## config.mk

```make
export PLATFORM = sky130hd
export DESIGN_NAME = fetch_unit
export DESIGN_NICKNAME = d
export VERILOG_FILES = /design/src/rtl/fetch_unit.sv
export SDC_FILE = /design/constraint.sdc
export NUM_CORES = 1
export LEC_CHECK = 0
export ABC_AREA = 1
export BUFFER_PORTS_ARGS = -buffer_cell sky130_fd_sc_hd__buf_4
export CAP_MARGIN = 5
export CORE_ASPECT_RATIO = 0.6
export CORE_UTILIZATION = 23
export CTS_CLUSTER_SIZE = 25
export DETAILED_ROUTE_END_ITERATION = 8
export HOLD_SLACK_MARGIN = 0.03
export PLACE_DENSITY = 0.47
export SLEW_MARGIN = 10
export SYNTH_ARGS = -nofsm -noshare
export SYNTH_HDL_FRONTEND = slang
export SYNTH_SLANG_ARGS = --single-unit
```

## constraint.sdc

```tcl
create_clock -name clk -period 1.98 [get_ports clk]
set_clock_uncertainty 0.2 [all_clocks]
set_input_delay 0.198 -clock clk [delete_from_list [all_inputs] [get_ports clk]]
set_output_delay 0.198 -clock clk [all_outputs]
set_load 0.05 [all_outputs]
```

## src/rtl/fetch_unit.sv

```systemverilog
`default_nettype none
// ============================================================================
// Module   : fetch_unit
// Purpose  : Instruction fetch stage. Issues word-aligned reads to the
//            instruction memory, delivers each fetched word with its PC
//            through a single output register with a valid/ready handshake,
//            and honours taken branches from the execute stage. A branch
//            that arrives while a read is outstanding is parked in DRAIN
//            until the stale response returns; that response is discarded.
// Revision : 1.0 - initial release
// ----------------------------------------------------------------------------
// Parameters
//   RESET_PC    : first fetch address after reset (bits [1:0] must be 00)
//   NOP_INSTR   : value presented on instr while instr_valid is low
// Ports
//   clk         : in  - clock, all state updates on the rising edge
//   rst_n       : in  - asynchronous active-low reset
//   branch      : in  - execute stage holds a conditional branch
//   zero_flag   : in  - ALU zero result from the execute stage
//   pc_branch   : in  - branch target, bits [1:0] are ignored
//   imem_req    : out - instruction-memory read request
//   imem_addr   : out - word-aligned read address
//   imem_ack    : in  - read complete, imem_rdata valid this cycle
//   imem_rdata  : in  - instruction word
//   instr       : out - fetched instruction to decode
//   pc          : out - address of instr
//   instr_valid : out - instr and pc are valid
//   instr_ready : in  - downstream accepts instr this cycle
// ============================================================================
module fetch_unit #(
    parameter logic [31:0] RESET_PC  = 32'h0000_0000,
    parameter logic [31:0] NOP_INSTR = 32'h0000_0013
) (
    input  logic        clk,
    input  logic        rst_n,
    input  logic        branch,
    input  logic        zero_flag,
    input  logic [31:0] pc_branch,
    output logic        imem_req,
    output logic [31:0] imem_addr,
    input  logic        imem_ack,
    input  logic [31:0] imem_rdata,
    output logic [31:0] instr,
    output logic [31:0] pc,
    output logic        instr_valid,
    input  logic        instr_ready
);

    // ------------------------------------------------------------------------
    // State encoding
    // ------------------------------------------------------------------------
    typedef enum logic [1:0] {
        ST_BOOT  = 2'd0,
        ST_REQ   = 2'd1,
        ST_WAIT  = 2'd2,
        ST_DRAIN = 2'd3
    } state_t;

    state_t      state_q,       state_d;
    logic [31:0] fetch_pc_q,    fetch_pc_d;
    logic [31:0] pc_q,          pc_d;
    logic [31:0] instr_q,       instr_d;
    logic        instr_valid_q, instr_valid_d;
    logic [31:0] target_q,      target_d;

    // ------------------------------------------------------------------------
    // Combinational helpers
    // ------------------------------------------------------------------------
    logic        w_redirect;
    logic        w_handshake;
    logic        w_out_free;
    logic        w_req;
    logic        w_complete;
    logic [31:0] w_branch_pc;
    logic [31:0] w_pc_plus4;
    logic [31:0] w_drain_target;
    logic        w_unused_pc_bits;

    assign w_redirect  = branch & zero_flag;
    assign w_handshake = instr_valid_q & instr_ready;
    // The output register can take a new word this cycle if it is empty or
    // its current word is being handed off right now.
    assign w_out_free  = ~instr_valid_q | instr_ready;

    // Targets are always forced onto a word boundary.
    assign w_branch_pc      = {pc_branch[31:2], 2'b00};
    assign w_unused_pc_bits = ^pc_branch[1:0];

    // Plain 32-bit add, wraps naturally from 32'hFFFF_FFFC to 0.
    assign w_pc_plus4 = fetch_pc_q + 32'd4;

    // A redirect landing in DRAIN replaces the parked target, including in
    // the very cycle the stale response returns.
    assign w_drain_target = w_redirect ? w_branch_pc : target_q;

    // Request generation. In REQ a new read is only started while the output
    // register has room, so a returning word can never overwrite one that
    // decode has not taken yet. Once a read is issued the register is empty,
    // so the request stays high until the ack.
    always_comb begin
        w_req = 1'b0;
        case (state_q)
            ST_REQ:   w_req = w_out_free;
            ST_DRAIN: w_req = 1'b1;
            default:  w_req = 1'b0;
        endcase
    end

    // An ack without a request is ignored.
    assign w_complete = w_req & imem_ack;

    // ------------------------------------------------------------------------
    // Next-state and datapath logic
    // ------------------------------------------------------------------------
    always_comb begin
        state_d       = state_q;
        fetch_pc_d    = fetch_pc_q;
        pc_d          = pc_q;
        instr_d       = instr_q;
        instr_valid_d = instr_valid_q;
        target_d      = target_q;

        // A handed-off word leaves the register empty unless a capture below
        // refills it in the same cycle.
        if (w_handshake) begin
            instr_valid_d = 1'b0;
            instr_d       = NOP_INSTR;
        end

        // A taken branch flushes whatever is in the output register; the
        // capture paths below are all gated off when it is set.
        if (w_redirect) begin
            instr_valid_d = 1'b0;
            instr_d       = NOP_INSTR;
        end

        case (state_q)
            ST_BOOT: begin
                state_d = ST_REQ;
                if (w_redirect) begin
                    fetch_pc_d = w_branch_pc;
                end
            end

            ST_REQ: begin
                if (w_redirect) begin
                    if (w_req && !imem_ack) begin
                        // A read is in flight: its response must be drained
                        // before the new target can be requested.
                        target_d = w_branch_pc;
                        state_d  = ST_DRAIN;
                    end else begin
                        // Nothing outstanding (or it completes now and is
                        // dropped): go straight to the target.
                        fetch_pc_d = w_branch_pc;
                        state_d    = ST_REQ;
                    end
                end else if (w_complete) begin
                    instr_d       = imem_rdata;
                    pc_d          = fetch_pc_q;
                    instr_valid_d = 1'b1;
                    fetch_pc_d    = w_pc_plus4;
                    state_d       = w_out_free ? ST_REQ : ST_WAIT;
                end else if (!w_req) begin
                    // Output register full and not accepted: park in WAIT.
                    state_d = ST_WAIT;
                end
            end

            ST_WAIT: begin
                if (w_redirect) begin
                    fetch_pc_d = w_branch_pc;
                    state_d    = ST_REQ;
                end else if (w_handshake) begin
                    state_d = ST_REQ;
                end
            end

            ST_DRAIN: begin
                // The old address stays on imem_addr; the response is dropped.
                target_d = w_drain_target;
                if (w_complete) begin
                    fetch_pc_d = w_drain_target;
                    state_d    = ST_REQ;
                end
            end

            default: begin
                state_d = ST_BOOT;
            end
        endcase
    end

    // ------------------------------------------------------------------------
    // State registers
    // ------------------------------------------------------------------------
    always_ff @(posedge clk or negedge rst_n) begin
        if (!rst_n) begin
            state_q       <= ST_BOOT;
            fetch_pc_q    <= RESET_PC;
            pc_q          <= RESET_PC;
            instr_q       <= NOP_INSTR;
            instr_valid_q <= 1'b0;
            target_q      <= 32'h0000_0000;
        end else begin
            state_q       <= state_d;
            fetch_pc_q    <= fetch_pc_d;
            pc_q          <= pc_d;
            instr_q       <= instr_d;
            instr_valid_q <= instr_valid_d;
            target_q      <= target_d;
        end
    end

    // ------------------------------------------------------------------------
    // Outputs
    // ------------------------------------------------------------------------
    assign imem_req    = w_req;
    assign imem_addr   = fetch_pc_q;
    assign instr       = instr_q;
    assign pc          = pc_q;
    assign instr_valid = instr_valid_q;

endmodule
`default_nettype wire
```

==> metrics.md <==
| Metric | Value |
|---|---|
| Gpl congestion | `0.8528` |
| Hold/Removal Path Class | `in -> reg` |
| DP HPWL | `20.10 mm` |
| Top FF cell, synth | `dfrtp_1` |
| Hold path depth | `7` |
| Worst Hold Path EP | `imem_addr[14]` |
| CTS tree | `yes` |
| RSZ-0062 raised after global routing | `true` |
| Reg2Reg Depth | `9` |
| Max_cap viols | `0` |
| Synth area leaders | `dfrtp_1, nand2_1, o21ai_0` |
| DR vias | `7,505` |
| Critical path type | `in -> reg` |
| Total negative slack | `0 ps` |
| Top Family by Delay on Critical Path | `buffers and inverters` |
| Global-route wire length before repair | `42.28 mm` |
| Count leader, synth | `nand2_1` |
| Num rows | `49` |
| Final ANT Viol Nets | `0` |
| Fin nets | `1,348` |
| Peak Freq | `0.5176 GHz` |
| Drt total wl | `27.60 mm` |
| Avg Cell Area, Syn | `7.161 um^2` |
| Hold Vio Cnt, Final | `0` |
| Sequential fraction of the synthesis area | `46.06%` |
| Diode count | `0` |
| CTS Root Buffer Type | `clkbuf_16` |
| Crit start category | `input pin` |
| Synth area leader | `dfrtp_1` |
| Ys Warns | `0` |
| Top-Level Pins | `168` |
| Leakage | `5.264 nW` |
| Fin worst setup slack | `48.01 ps` |
| Residual DRC count | `0` |
| Core ar. | `30,230 um^2` |
| Iter 0 DRT Violations | `747` |
| Worst slew margin | `59.84%` |
| Crit-path max cell delay | `540 ps` |
| Initial antenna violation count | `0` |
| Clk slew on worst S/H paths | `60 ps` |
| Worst-case clock buffer depth | `2` |
| Worst VDD drop | `0.7984 mV` |
| Buffers on Ports | `165` |
| PD cells | `1855 nW/um^2` |
| Chip height | `138.3 um` |
| Dpl cell area | `9378 um^2` |
| Yosys top cell area share | `44.95%` |
| Outcome | `finished, final reports clean` |
| Post-Layout Cell Count | `1,698` |
| Mapped Cells | `995` |
| CP bufs+invs | `6` |
| Clock sink count | `131` |
| Setup crit end kind | `flop` |
| Reg-to-Reg End | `target_q[15]` |
| WP data required | `2090 ps` |
| Total congestion overflow | `0` |
| DIE WIDTH | `229.2 um` |
| Mapped Area | `7126 um^2` |
| Clock latency at the later pin of the worst-skew pair | `430 ps` |
| WL/cell | `16.26 um` |
| Crit path cell chain | `dlygate4sd3_1, buf_4, inv_1, nand2_1, nand2_4, nand2_4, nand2_1, buf_4, a21oi_4, buf_12, clkbuf_16, o21ai_0` |
| Crit path DAT | `2040 ps` |
| Max-slew violations | `0` |
| Post-synth EDFFs | `0` |
| Vias in the first global route | `7,147` |
| Area delta synth->final | `54.06%` |
| Fillcell total | `3,127` |
| Die Area | `31,710 um^2` |
| Number of H-tree levels | `4` |
| Via/cell ratio | `4.420` |
| R2r startpoint | `instr_valid` |
| Minimum clock period | `1932 ps` |
| Total GRT Usage | `17.42%` |
| Area of the multi-input gates | `3279 um^2` |
| Placed insts | `1,593` |
| Worst-margin pin slew | `596.1 ps` |
| Cts bufs inserted | `17` |
| Synth unique cells | `38` |
| Largest net degree at the start of global routing | `63` |
| Setup-failing EPs final | `0` |
| Fin crit share | `97.58%` |
| Worst hold start | `zero_flag` |
| Hold WS | `179.3 ps` |
| Initial core utilization | `23.57%` |
| Mapped Nets | `1,066` |
| Register area | `3303 um^2` |
| Synth async-reset ratio | `100.0%` |
| Slowest-stage cell, CP | `dlygate4sd3_1` |
| Fin area | `10,980 um^2` |
| Worst slack, placed | `-62.90 ps` |
| Crit-path max FO | `31` |
| Share of cells above drive strength 1 | `26.51%` |
| Flop2flop setup slack | `60 ps` |
| DR pass1 iterations | `5` |
| Synth top cells by count | `nand2_1, o21ai_0, dfrtp_1, inv_1, nor2_1` |
| Flops & latches, synth | `131` |
==> sequential cells by signal (all words and copies together), names as in the netlist <==
signal / flops
imem_addr: 32
instr: 32
pc: 32
target_q: 32
state_q: 2
instr_valid: 1
==> cell type report <==
type | instances | share of cell area (%)
clock buffer | 20 | 4.069
clock inverter | 12 | 1.858
inverter | 130 | 4.491
multi-input combinational | 685 | 29.87
sequential | 131 | 30.09
tap | 408 | 4.650
timing repair buffer | 312 | 24.97
==> power breakdown <==
part | total, mW | internal (mW) | switching, mW
clock | 3.58 | 2.27 | 1.31
sequential | 4.94 | 3.96 | 0.984
combinational | 11.8 | 3.96 | 7.88
==> worst max path at each step <==
stage / cells after the start / end / from / slack [ps]
after detailed placement: 10 / imem_addr[15] / imem_addr[14] / -60
after global placement: 10 / imem_addr[15] / imem_addr[14] / -80
after global routing: 11 / imem_addr[20] / imem_addr[3] / -20
after floorplan: 11 / imem_addr[23] / instr_valid / 10
final: 12 / target_q[15] / instr_ready / 50
after CTS: 11 / imem_addr[22] / imem_addr[3] / 8
==> logic make-up (layout without fill, tap and decap cells) <==
family                   count (synthesis)  count (layout)  share of synthesized area [%]
XOR/XNOR                                 2               2                         0.2459
AND/OR/NAND/NOR                        446             446                          25.48
buffers and inverters                  179             474                          10.27
AO/OA/AOI/OAI                          234             234                          17.45
flip-flops                             131             131                          46.06
adder cells (fa/ha/maj)                  1               1                         0.1756
multiplexers                             2               2                         0.3160
==> metrics by stage <==
| step | utilization, % | power [mW] |
|---|---|---|
| final | 36.32 | 20.37 |
| after global routing | 36.32 | 21.71 |
| after CTS | 35.40 | 19.89 |
| after detailed placement | 31.03 | 16.11 |
| after global placement | 31.03 | 16.00 |
| after floorplan | - | 11.77 |
==> routing by layer <==
metal	part of all wire (%)	GRT usage, %	vias up
met5	0	0	-
met4	0.58	3.088	0
met3	5.4	4.249	10
met2	40	22.97	183
met1	54	27.95	3550
li1	-	-	3762
==> layout by cell type, fill, tap and decap left out, drive strengths merged, types with 3 or more instances in the layout <==
master,synthesis,routed
nand2,272,272
buf,27,243
o21ai,175,175
inv,129,130
dfrtp,128,128
nor2,103,103
dlygate4sd3,0,66
nand3,65,65
a21oi,34,34
clkbuf,22,23
a31oi,10,10
bufinv,0,5
clkinv,1,4
o22ai,3,3
o211ai,3,3
clkinvlp,0,3
dfstp,3,3
o221ai,3,3
==> worst min-delay path, stage by stage <==
cell and delay, ps:
buf_4 80, nand2_2 70, buf_12 180, nand2_1 90, nand2_1 50, nand2_1 50
a21oi_1 50
==> timing repair <==
item / in CTS / in global routing
hold buffers: 66 / 0
gates resized for setup: 4 / 52
endpoints found under the hold margin: 217 / 0
pin swaps: 0 / 7
endpoints found under the setup margin: 4 / 122
cloned: 0 / 3
buffers inserted: 0 / 4
Power figures use the tool's default switching activity.
